===== src/rtl/edge_level_rebuilder.sv =====
// Rebuilds a level waveform from rise/fall event pulses, measures high widths and flags stream errors.
// Define EDGE_REBUILD_LOW_MEAS_EN to also measure low widths (low_len / low_valid).
module edge_level_rebuilder #(
  parameter int CNT_W = 16
) (
  input  logic             clk,
  input  logic             rst,
  input  logic             rise_pulse,
  input  logic             fall_pulse,
  input  logic             err_clr,
  output logic             level_out,
  output logic [CNT_W-1:0] high_len,
  output logic             len_valid,
  output logic             err_dup_rise,
  output logic             err_dup_fall,
`ifdef EDGE_REBUILD_LOW_MEAS_EN
  output logic             err_both,
  output logic [CNT_W-1:0] low_len,
  output logic             low_valid
`else
  output logic             err_both
`endif
);

  typedef enum logic [1:0] {S_LOW, S_HIGH, S_ERR} state_t;

  localparam logic [CNT_W-1:0] CNT_MAX = '1;
  localparam logic [CNT_W-1:0] CNT_ONE = {{(CNT_W-1){1'b0}}, 1'b1};

  state_t           state_q, state_d;
  logic [CNT_W-1:0] cnt_q, cnt_d, high_len_d;
  logic             len_valid_d, dup_rise_d, dup_fall_d, both_d;

  always_comb begin
    state_d     = state_q;
    cnt_d       = cnt_q;
    high_len_d  = high_len;
    len_valid_d = 1'b0;
    dup_rise_d  = err_dup_rise;
    dup_fall_d  = err_dup_fall;
    both_d      = err_both;
    if (err_clr) begin
      // clear beats any pulse sampled in the same cycle
      state_d    = S_LOW;
      cnt_d      = '0;
      dup_rise_d = 1'b0;
      dup_fall_d = 1'b0;
      both_d     = 1'b0;
    end else begin
      case (state_q)
        S_LOW: begin
          if (rise_pulse && fall_pulse) begin
            state_d = S_ERR;
            both_d  = 1'b1;
          end else if (rise_pulse) begin
            state_d = S_HIGH;
            cnt_d   = CNT_ONE;
          end else if (fall_pulse) begin
            state_d    = S_ERR;
            dup_fall_d = 1'b1;
          end
        end
        S_HIGH: begin
          if (rise_pulse && fall_pulse) begin
            state_d = S_ERR;
            both_d  = 1'b1;
          end else if (rise_pulse) begin
            state_d    = S_ERR;
            dup_rise_d = 1'b1;
          end else if (fall_pulse) begin
            state_d     = S_LOW;
            high_len_d  = cnt_q;
            len_valid_d = 1'b1;
            cnt_d       = '0;
          end else if (cnt_q != CNT_MAX) begin
            cnt_d = cnt_q + CNT_ONE;
          end
        end
        default: ;
      endcase
    end
    if (state_d == S_ERR) cnt_d = '0;
  end

  always_ff @(posedge clk or posedge rst) begin
    if (rst) begin
      state_q      <= S_LOW;
      cnt_q        <= '0;
      level_out    <= 1'b0;
      high_len     <= '0;
      len_valid    <= 1'b0;
      err_dup_rise <= 1'b0;
      err_dup_fall <= 1'b0;
      err_both     <= 1'b0;
    end else begin
      state_q      <= state_d;
      cnt_q        <= cnt_d;
      level_out    <= (state_d == S_HIGH);
      high_len     <= high_len_d;
      len_valid    <= len_valid_d;
      err_dup_rise <= dup_rise_d;
      err_dup_fall <= dup_fall_d;
      err_both     <= both_d;
    end
  end

`ifdef EDGE_REBUILD_LOW_MEAS_EN
  logic [CNT_W-1:0] low_cnt_q, low_cnt_d, low_len_d;
  logic             fall_seen_q, fall_seen_d, low_valid_d;

  always_comb begin
    low_cnt_d   = low_cnt_q;
    fall_seen_d = fall_seen_q;
    low_len_d   = low_len;
    low_valid_d = 1'b0;
    if (err_clr || state_d == S_ERR) begin
      low_cnt_d   = '0;
      fall_seen_d = 1'b0;
    end else if (state_q == S_LOW && state_d == S_HIGH) begin
      // the first low stretch after reset/clear has no defined start
      if (fall_seen_q) begin
        low_len_d   = low_cnt_q;
        low_valid_d = 1'b1;
      end
      low_cnt_d = '0;
    end else if (state_q == S_HIGH && state_d == S_LOW) begin
      low_cnt_d   = CNT_ONE;
      fall_seen_d = 1'b1;
    end else if (state_q == S_LOW && low_cnt_q != CNT_MAX) begin
      low_cnt_d = low_cnt_q + CNT_ONE;
    end
  end

  always_ff @(posedge clk or posedge rst) begin
    if (rst) begin
      low_cnt_q   <= '0;
      fall_seen_q <= 1'b0;
      low_len     <= '0;
      low_valid   <= 1'b0;
    end else begin
      low_cnt_q   <= low_cnt_d;
      fall_seen_q <= fall_seen_d;
      low_len     <= low_len_d;
      low_valid   <= low_valid_d;
    end
  end
`endif

endmodule

===== config.mk =====
export PLATFORM = sky130hd
export DESIGN_NAME = edge_level_rebuilder
export DESIGN_NICKNAME = d
export VERILOG_FILES = /design/src/rtl/edge_level_rebuilder.sv
export SDC_FILE = /design/constraint.sdc
export NUM_CORES = 1
export LEC_CHECK = 0
export ABC_CLOCK_PERIOD_IN_PS = 3400
export CORE_MARGIN = 2
export CORE_UTILIZATION = 50
export DETAILED_ROUTE_END_ITERATION = 10
export PLACE_DENSITY = 0.71
export SLEW_MARGIN = 20
export SYNTH_ARGS = -nofsm -noshare
export SYNTH_HDL_FRONTEND = slang
export SYNTH_SLANG_ARGS = --single-unit
export TNS_END_PERCENT = 1

===== constraint.sdc =====
create_clock -name clk -period 3.4 [get_ports clk]
set_input_delay 0.68 -clock clk [delete_from_list [all_inputs] [get_ports clk]]
set_output_delay 0.68 -clock clk [all_outputs]
set_load 0.01 [all_outputs]

==> results of run 1 <==
-- final cells by class --
type | count | area, sq um | area share
sequential | 39 | 976 | 0.427
inverter | 4 | 15.0 | 0.00657
clock inverter | 1 | 5.00 | 0.00219
timing repair buffer | 27 | 265 | 0.116
clock buffer | 7 | 76.3 | 0.0334
tap | 48 | 60.1 | 0.0263
multi-input combinational | 118 | 887 | 0.388
-- cell families after synthesis --
family	after synthesis
and+or+nand+nor	60
DFF	39
AOI/OAI and AO/OA	37
muxes	15
buffers and inverters	8
xor gates and xnor gates	5
adders and majority gates	1
-- sequential cells by signal, summed over array words and instances, names as in the netlist --
register,cells
len_valid,1
err_dup_fall,1
state_q,2
err_both,1
err_dup_rise,1
level_out,1
cnt_q,16
high_len,16
-- final timing paths --
check | end | startpoint | slack [ns]
worst max-delay path | cnt_q[11]$_DFFE_PP0P_ | err_clr | 0.99
worst min-delay path | high_len[10]$_DFFE_PP0P_ | high_len[10]$_DFFE_PP0P_ | 0.49
worst max register to register | cnt_q[11]$_DFFE_PP0P_ | cnt_q[0]$_DFFE_PP0P_ | 1.49
worst min register to register | high_len[10]$_DFFE_PP0P_ | high_len[10]$_DFFE_PP0P_ | 0.49
max in group asynchronous | high_len[8]$_DFFE_PP0P_ | rst | 1.80
min in group asynchronous | high_len[1]$_DFFE_PP0P_ | rst | 0.91
-- Yosys cell counts --
| cell type | count |
|---|---|
| dfrtp_1 | 39 |
| nor2_1 | 16 |
| mux2_2 | 15 |
| nand2_1 | 12 |
| a21oi_1 | 10 |
| o21ai_0 | 7 |
| a211oi_1 | 5 |
| nor2b_1 | 5 |
| buf_2 | 4 |
| inv_1 | 4 |
| or3_1 | 4 |
| xnor2_1 | 4 |
| a21o_1 | 2 |
| a31oi_1 | 2 |
| and3_2 | 2 |
| and4_4 | 2 |
| nand3_1 | 2 |
| nor4_1 | 2 |
| o31ai_1 | 2 |
| or4_1 | 2 |
| a2111oi_4 | 1 |
| a21o_4 | 1 |
| and2_1 | 1 |
| and3_1 | 1 |
| and4_2 | 1 |
| and4b_1 | 1 |
| ha_1 | 1 |
| nand2_2 | 1 |
| nand3_2 | 1 |
| nand3_4 | 1 |
| nand4_2 | 1 |
| nand4_4 | 1 |
| nor3_1 | 1 |
| nor3_2 | 1 |
| nor4b_2 | 1 |
| o2111ai_1 | 1 |
| o21ai_1 | 1 |
| o21ai_4 | 1 |
| o21bai_1 | 1 |
| o221ai_4 | 1 |
| o311ai_0 | 1 |
| o41ai_1 | 1 |
| or2_2 | 1 |
| xor2_1 | 1 |
-- through the flow --
| step | hold slack [ns] | std cells | total power [mW] | util |
|---|---|---|---|---|
| after floorplan | 0.457 | 165 | 0.519 | - |
| after global placement | 0.460 | 236 | 0.542 | 0.602 |
| after detailed placement | 0.484 | 236 | 0.544 | 0.602 |
| after CTS | 0.500 | 244 | 0.841 | 0.624 |
| after global routing | 0.516 | 244 | 0.869 | 0.624 |
| final | 0.490 | 244 | 0.831 | 0.624 |
-- tightest hold or removal path: stages (launching register included) --
cell	delay, ns
dfrtp_1	0.34
nand2_1	0.05
o21ai_0	0.06
-- cell usage in the layout (no fill, tap or decap), types with 5 or more instances in the layout --
master	count
nor2_1	16
dfrtp_1	39
nor2b_1	5
o21ai_0	7
a211oi_1	5
clkbuf_8	5
nand2_1	12
a21oi_1	10
clkdlybuf4s50_1	25
mux2_2	15
-- routing by layer --
layer | global-route usage | up-vias
met3 | 0.0411 | 6
met4 | 0.0938 | 0
met2 | 0.300 | 20
met1 | 0.256 | 650
met5 | 0 | -
li1 | - | 663
-- power groups by stage --
stage / Clock, mW / Sequential, mW / Combinational [mW]
6_report: 0.297 / 0.477 / 0.0565
5_1_grt: 0.328 / 0.478 / 0.0635
4_1_cts: 0.307 / 0.477 / 0.0578
3_5_place_dp: 0 / 0.486 / 0.0574
3_3_place_gp: 0 / 0.486 / 0.0559
2_1_floorplan: 0 / 0.485 / 0.0341
==> metrics, run 1 <==
status completed; DIE WIDTH ~66 um; post-route cell area about 2300 sq um; net switching power 194 uW; # fillers just over 300; via/cell ratio 5.49; largest family of logic cells by synthesized area simple AND/OR/NAND/NOR gates; max cap viols 0; switching portion of total power 0.233; r2r worst-path depth 6; Worst-Margin Slew roughly 0.95 ns; Worst EP required ~3.6 ns; mapped cell area roughly 1900 sq um; leakage power ~0.96 nW; clk sinks 39; CTS resizes 0; Gate power share 0.068; Setup Buffers After CTS 0; power share of the clock group 0.358; Final Skew 0.00457 ns; crit start category primary input; Post-DP HPWL 2.59 mm; Synth top area share 0.514; Critical path buffers and inverters 1; Place WS about 0.71 ns; share of cells above drive strength 1 0.204; Power Density ~360 nW/um^2; DR pass1 iterations 4; H-tree Lvls 2; initial antenna violation count 0; antenna cells 0; Flop pwr share 0.574; net count reported at finish around 200; Initial DRC Count a little over 70; cells along the critical path clkdlybuf4s50_1 > and4b_1 > nand4_2 > nand3_1 > or4_1 > a21oi_1; Synth cell types 44; Initial Utilization 0.518; # setup viols final 0; slowest stage delay, CP about 0.8 ns; largest net degree at the start of global routing 27; post-layout min period approximately 2.4 ns; uppermost layer routed met4; pins over their slew limit 0; Final Wtd Congestion around 0.83; GRT Total Usage 0.193; CP top delay family simple AND/OR/NAND/NOR gates; total gr overflow 0; slowest CP cell clkdlybuf4s50_1; first-pass GRT wire length a little over 6 mm; Mapped Cells 165; Max-slew headroom 0.363; maximum clock frequency 0.414 GHz; post-synthesis simple-gate area fraction 0.196; port bufs 25; P_int between 600 and 700 uW; Post-Synth Adder-Cell Area 0.00659; Synth area leader dfrtp_1; CP Max Fanout 13; Rows 22; number of synthesized register bits 39; Synth area leaders dfrtp_1, mux2_2, nor2_1; cts bufs inserted 5; Synth Area in XOR/XNOR 0.0231; worst min path class reg2reg; WL met1 1.66 mm; Die Y-Extent roughly 66 um; clock slew at reported path FFs ~0.070 ns; Post-route DRC 0; vias in the first global route approximately 1300; worst skew pair latency 0.29 ns; Max Buffers Root-to-Sink 2; Via Count roughly 1300; Placed Area 2200 sq um; Setup crit end kind register; period utilization 0.710; Arr. time, crit path between 2 and 3 ns; Synth Area in Compound Gates 0.152; syn_nets 171; Die Area around 4300 sq um; post-synthesis sequential area ratio 0.514; met3 wire length ~120 um; setup tns final 0 ns; syn_area_per_cell around 12 sq um; VDD IR max around 0.00035 V; total number of yosys warnings 0; synth-to-layout area growth 20.4%; I/O pin cnt 26; Core ar. ~3700 sq um; final WL roughly 3.5 mm; wire length per cell 14.5 um; post-route ant nets 0; mux cell area share after synthesis 0.0890; Final Hold Viols 0; met2 wire len 1.70 mm; Hold-fix buffers, CTS 0; Crit Path Class in2reg; post-route setup slack around 0.99 ns; RSZ-0062 raised after global routing false; CTS tree yes; Root Buffer clkbuf_8; Crit path depth 6; WHS Path Cells 2
No activity file was read; power rests on OpenSTA's default activity.
==> run 2: changes to the inputs <==
Settings changed: ABC_CLOCK_PERIOD_IN_PS 3400 to 2000, CORE_UTILIZATION 50 to 49, PLACE_DENSITY 0.71 to 0.72.
Clock period 3.4 ns to 2 ns, I/O delays scaled along.
==> run 2 against run 1 <==
  * Setup slack got worse by 0.95 ns
  * Highest routed layer unchanged
  * Wire length rose by 9.7%
  * Flip-flop and latch count did not move
==> metrics, run 2 (synthesized netlist as in run 1, its figures left out) <==
wire length per cell ~15 um; met2 GRT Util 0.314; Root Buffer clkbuf_8; net count reported at finish between 200 and 250; Max-slew headroom 0.677; Initial Utilization 0.515; max cap viols 0; post-route setup slack 0.0400 ns; Arr. time, crit path approximately 2.1 ns; Final Hold Viols 0; Die Y-Extent ~66 um; P_int 1.16 mW; Max Buffers Root-to-Sink 2; maximum clock frequency between 0.5 and 0.6 GHz; total gr overflow 0; setup tns final 0 ns; leakage power approximately 1.0 nW; commonest non-fill, non-tap cells in the layout dfrtp_1, clkdlybuf4s50_1, nor2_1; port bufs 25; worst skew pair latency 0.29 ns; post-layout min period a little under 2 ns; period utilization 0.980; largest registers cnt_q (16), high_len (16), state_q (2); vias in the first global route approximately 1400; DIE WIDTH approximately 66 um; DR pass1 iterations 4; crit start category primary input; I/O pin cnt 26; via/cell ratio around 5.7; Setup crit end kind register; Die Area around 4400 sq um; initial antenna violation count 0; Reg area 976 sq um; status completed; net switching power 333 uW; share of cells above drive strength 1 0.248; Final Non-Filler Cells 254; CTS resizes 0; Crit Path Class in2reg; Hold-fix buffers, CTS 0; DP Cell Count ~250; Initial DRC Count 100; Placed Area between 2000 and 2500 sq um; Post-route DRC 0; clk sinks 39; Post-DP HPWL 2.78 mm; VDD IR max just over 0.0004 V; first-pass GRT wire length about 6.6 mm; Via Count roughly 1400; clock slew at reported path FFs about 0.070 ns; commonest non-fill, non-tap cell in the layout dfrtp_1; GRT Total Usage 0.202; final WL 3.88 mm; # setup viols final 0; antenna cells 0; area of the multi-input gates between 900 and 1000 sq um; switching portion of total power 0.223; Gate power share 0.074; pins over their slew limit 0; CP Max Fanout 8; worst min path class reg2reg; Flop pwr share 0.542; CTS tree yes; power share of the clock group 0.384; # fillers roughly 310; Final Skew ~0.0078 ns; Core ar. between 3000 and 4000 sq um; met1 Resource Use GR 0.260; Power Density 624 nW/um^2; post-route cell area approximately 2400 sq um; Worst-Margin Slew between 0.4 and 0.5 ns; post-route ant nets 0; Place WS -0.220 ns; synth-to-layout area growth 26.2%; largest net degree at the start of global routing 40; met3 Use GR 0.0664; RSZ-0062 raised after global routing true; Setup Buffers After CTS 0; Rows 22; Final Wtd Congestion 0.838; H-tree Lvls 2; GRT Max-Usage Layer met2; Worst EP required 2.17 ns; cts bufs inserted 5
-- run 2: per-stage QoR --
stage / power, mW / utilization / hold slack (ns)
detailed placement: 0.936 / 0.618 / 0.478
finish: 1.49 / 0.650 / 0.493
global route: 1.56 / 0.650 / 0.532
global placement: 0.931 / 0.618 / 0.463
floorplan: 0.883 / - / 0.457
CTS: 1.51 / 0.645 / 0.494
-- run 2: cell type report --
class | count | share of cell area
sequential | 39 | 0.407
multi-input combinational | 118 | 0.378
timing repair buffer | 37 | 0.142
clock buffer | 8 | 0.0418
tap | 48 | 0.0251
inverter | 4 | 0.00627
-- run 2: worst paths after layout --
path / start / end / slack [ns] / depth (start not counted)
hold reg to reg: high_len[10]$_DFFE_PP0P_ / high_len[10]$_DFFE_PP0P_ / 0.49 / 2
max in group asynchronous: rst / state_q[0]$_DFF_PP0_ / 1.13 / 3
setup reg to reg: cnt_q[0]$_DFFE_PP0P_ / cnt_q[15]$_DFFE_PP0P_ / 0.08 / 7
min in group asynchronous: rst / high_len[1]$_DFFE_PP0P_ / 0.52 / 3
hold / removal: high_len[10]$_DFFE_PP0P_ / high_len[10]$_DFFE_PP0P_ / 0.49 / 2
setup / recovery: rise_pulse / cnt_q[8]$_DFFE_PP0P_ / 0.04 / 6
-- run 2: power by group through the flow --
stage / Combinational [mW] / Sequential [mW] / Clock (mW)
4_1_cts: 0.111 / 0.809 / 0.587
2_1_floorplan: 0.0580 / 0.825 / 0
6_report: 0.110 / 0.810 / 0.574
3_5_place_dp: 0.111 / 0.825 / 0
3_3_place_gp: 0.107 / 0.824 / 0
5_1_grt: 0.122 / 0.812 / 0.627
-- run 2: per-layer routing --
metal / share of wire / up-vias
met2: 0.48 / 40
met5: 0 / -
met4: 0.021 / 0
met3: 0.047 / 8
li1: - / 690
met1: 0.45 / 703
-- run 2: critical path, cell delays in order --
cell and delay, ns:
clkdlybuf4s50_1 0.55, or4_1 0.55, a21o_4 0.28, and3_2 0.18, o21ai_1 0.12, a31oi_1 0.05
==> run 3: changes to the inputs <==
Settings changed: ABC_AREA set to 0.
==> results of run 3 <==
Same layout as run 2: the final DEF is identical, and so are final timing and power.
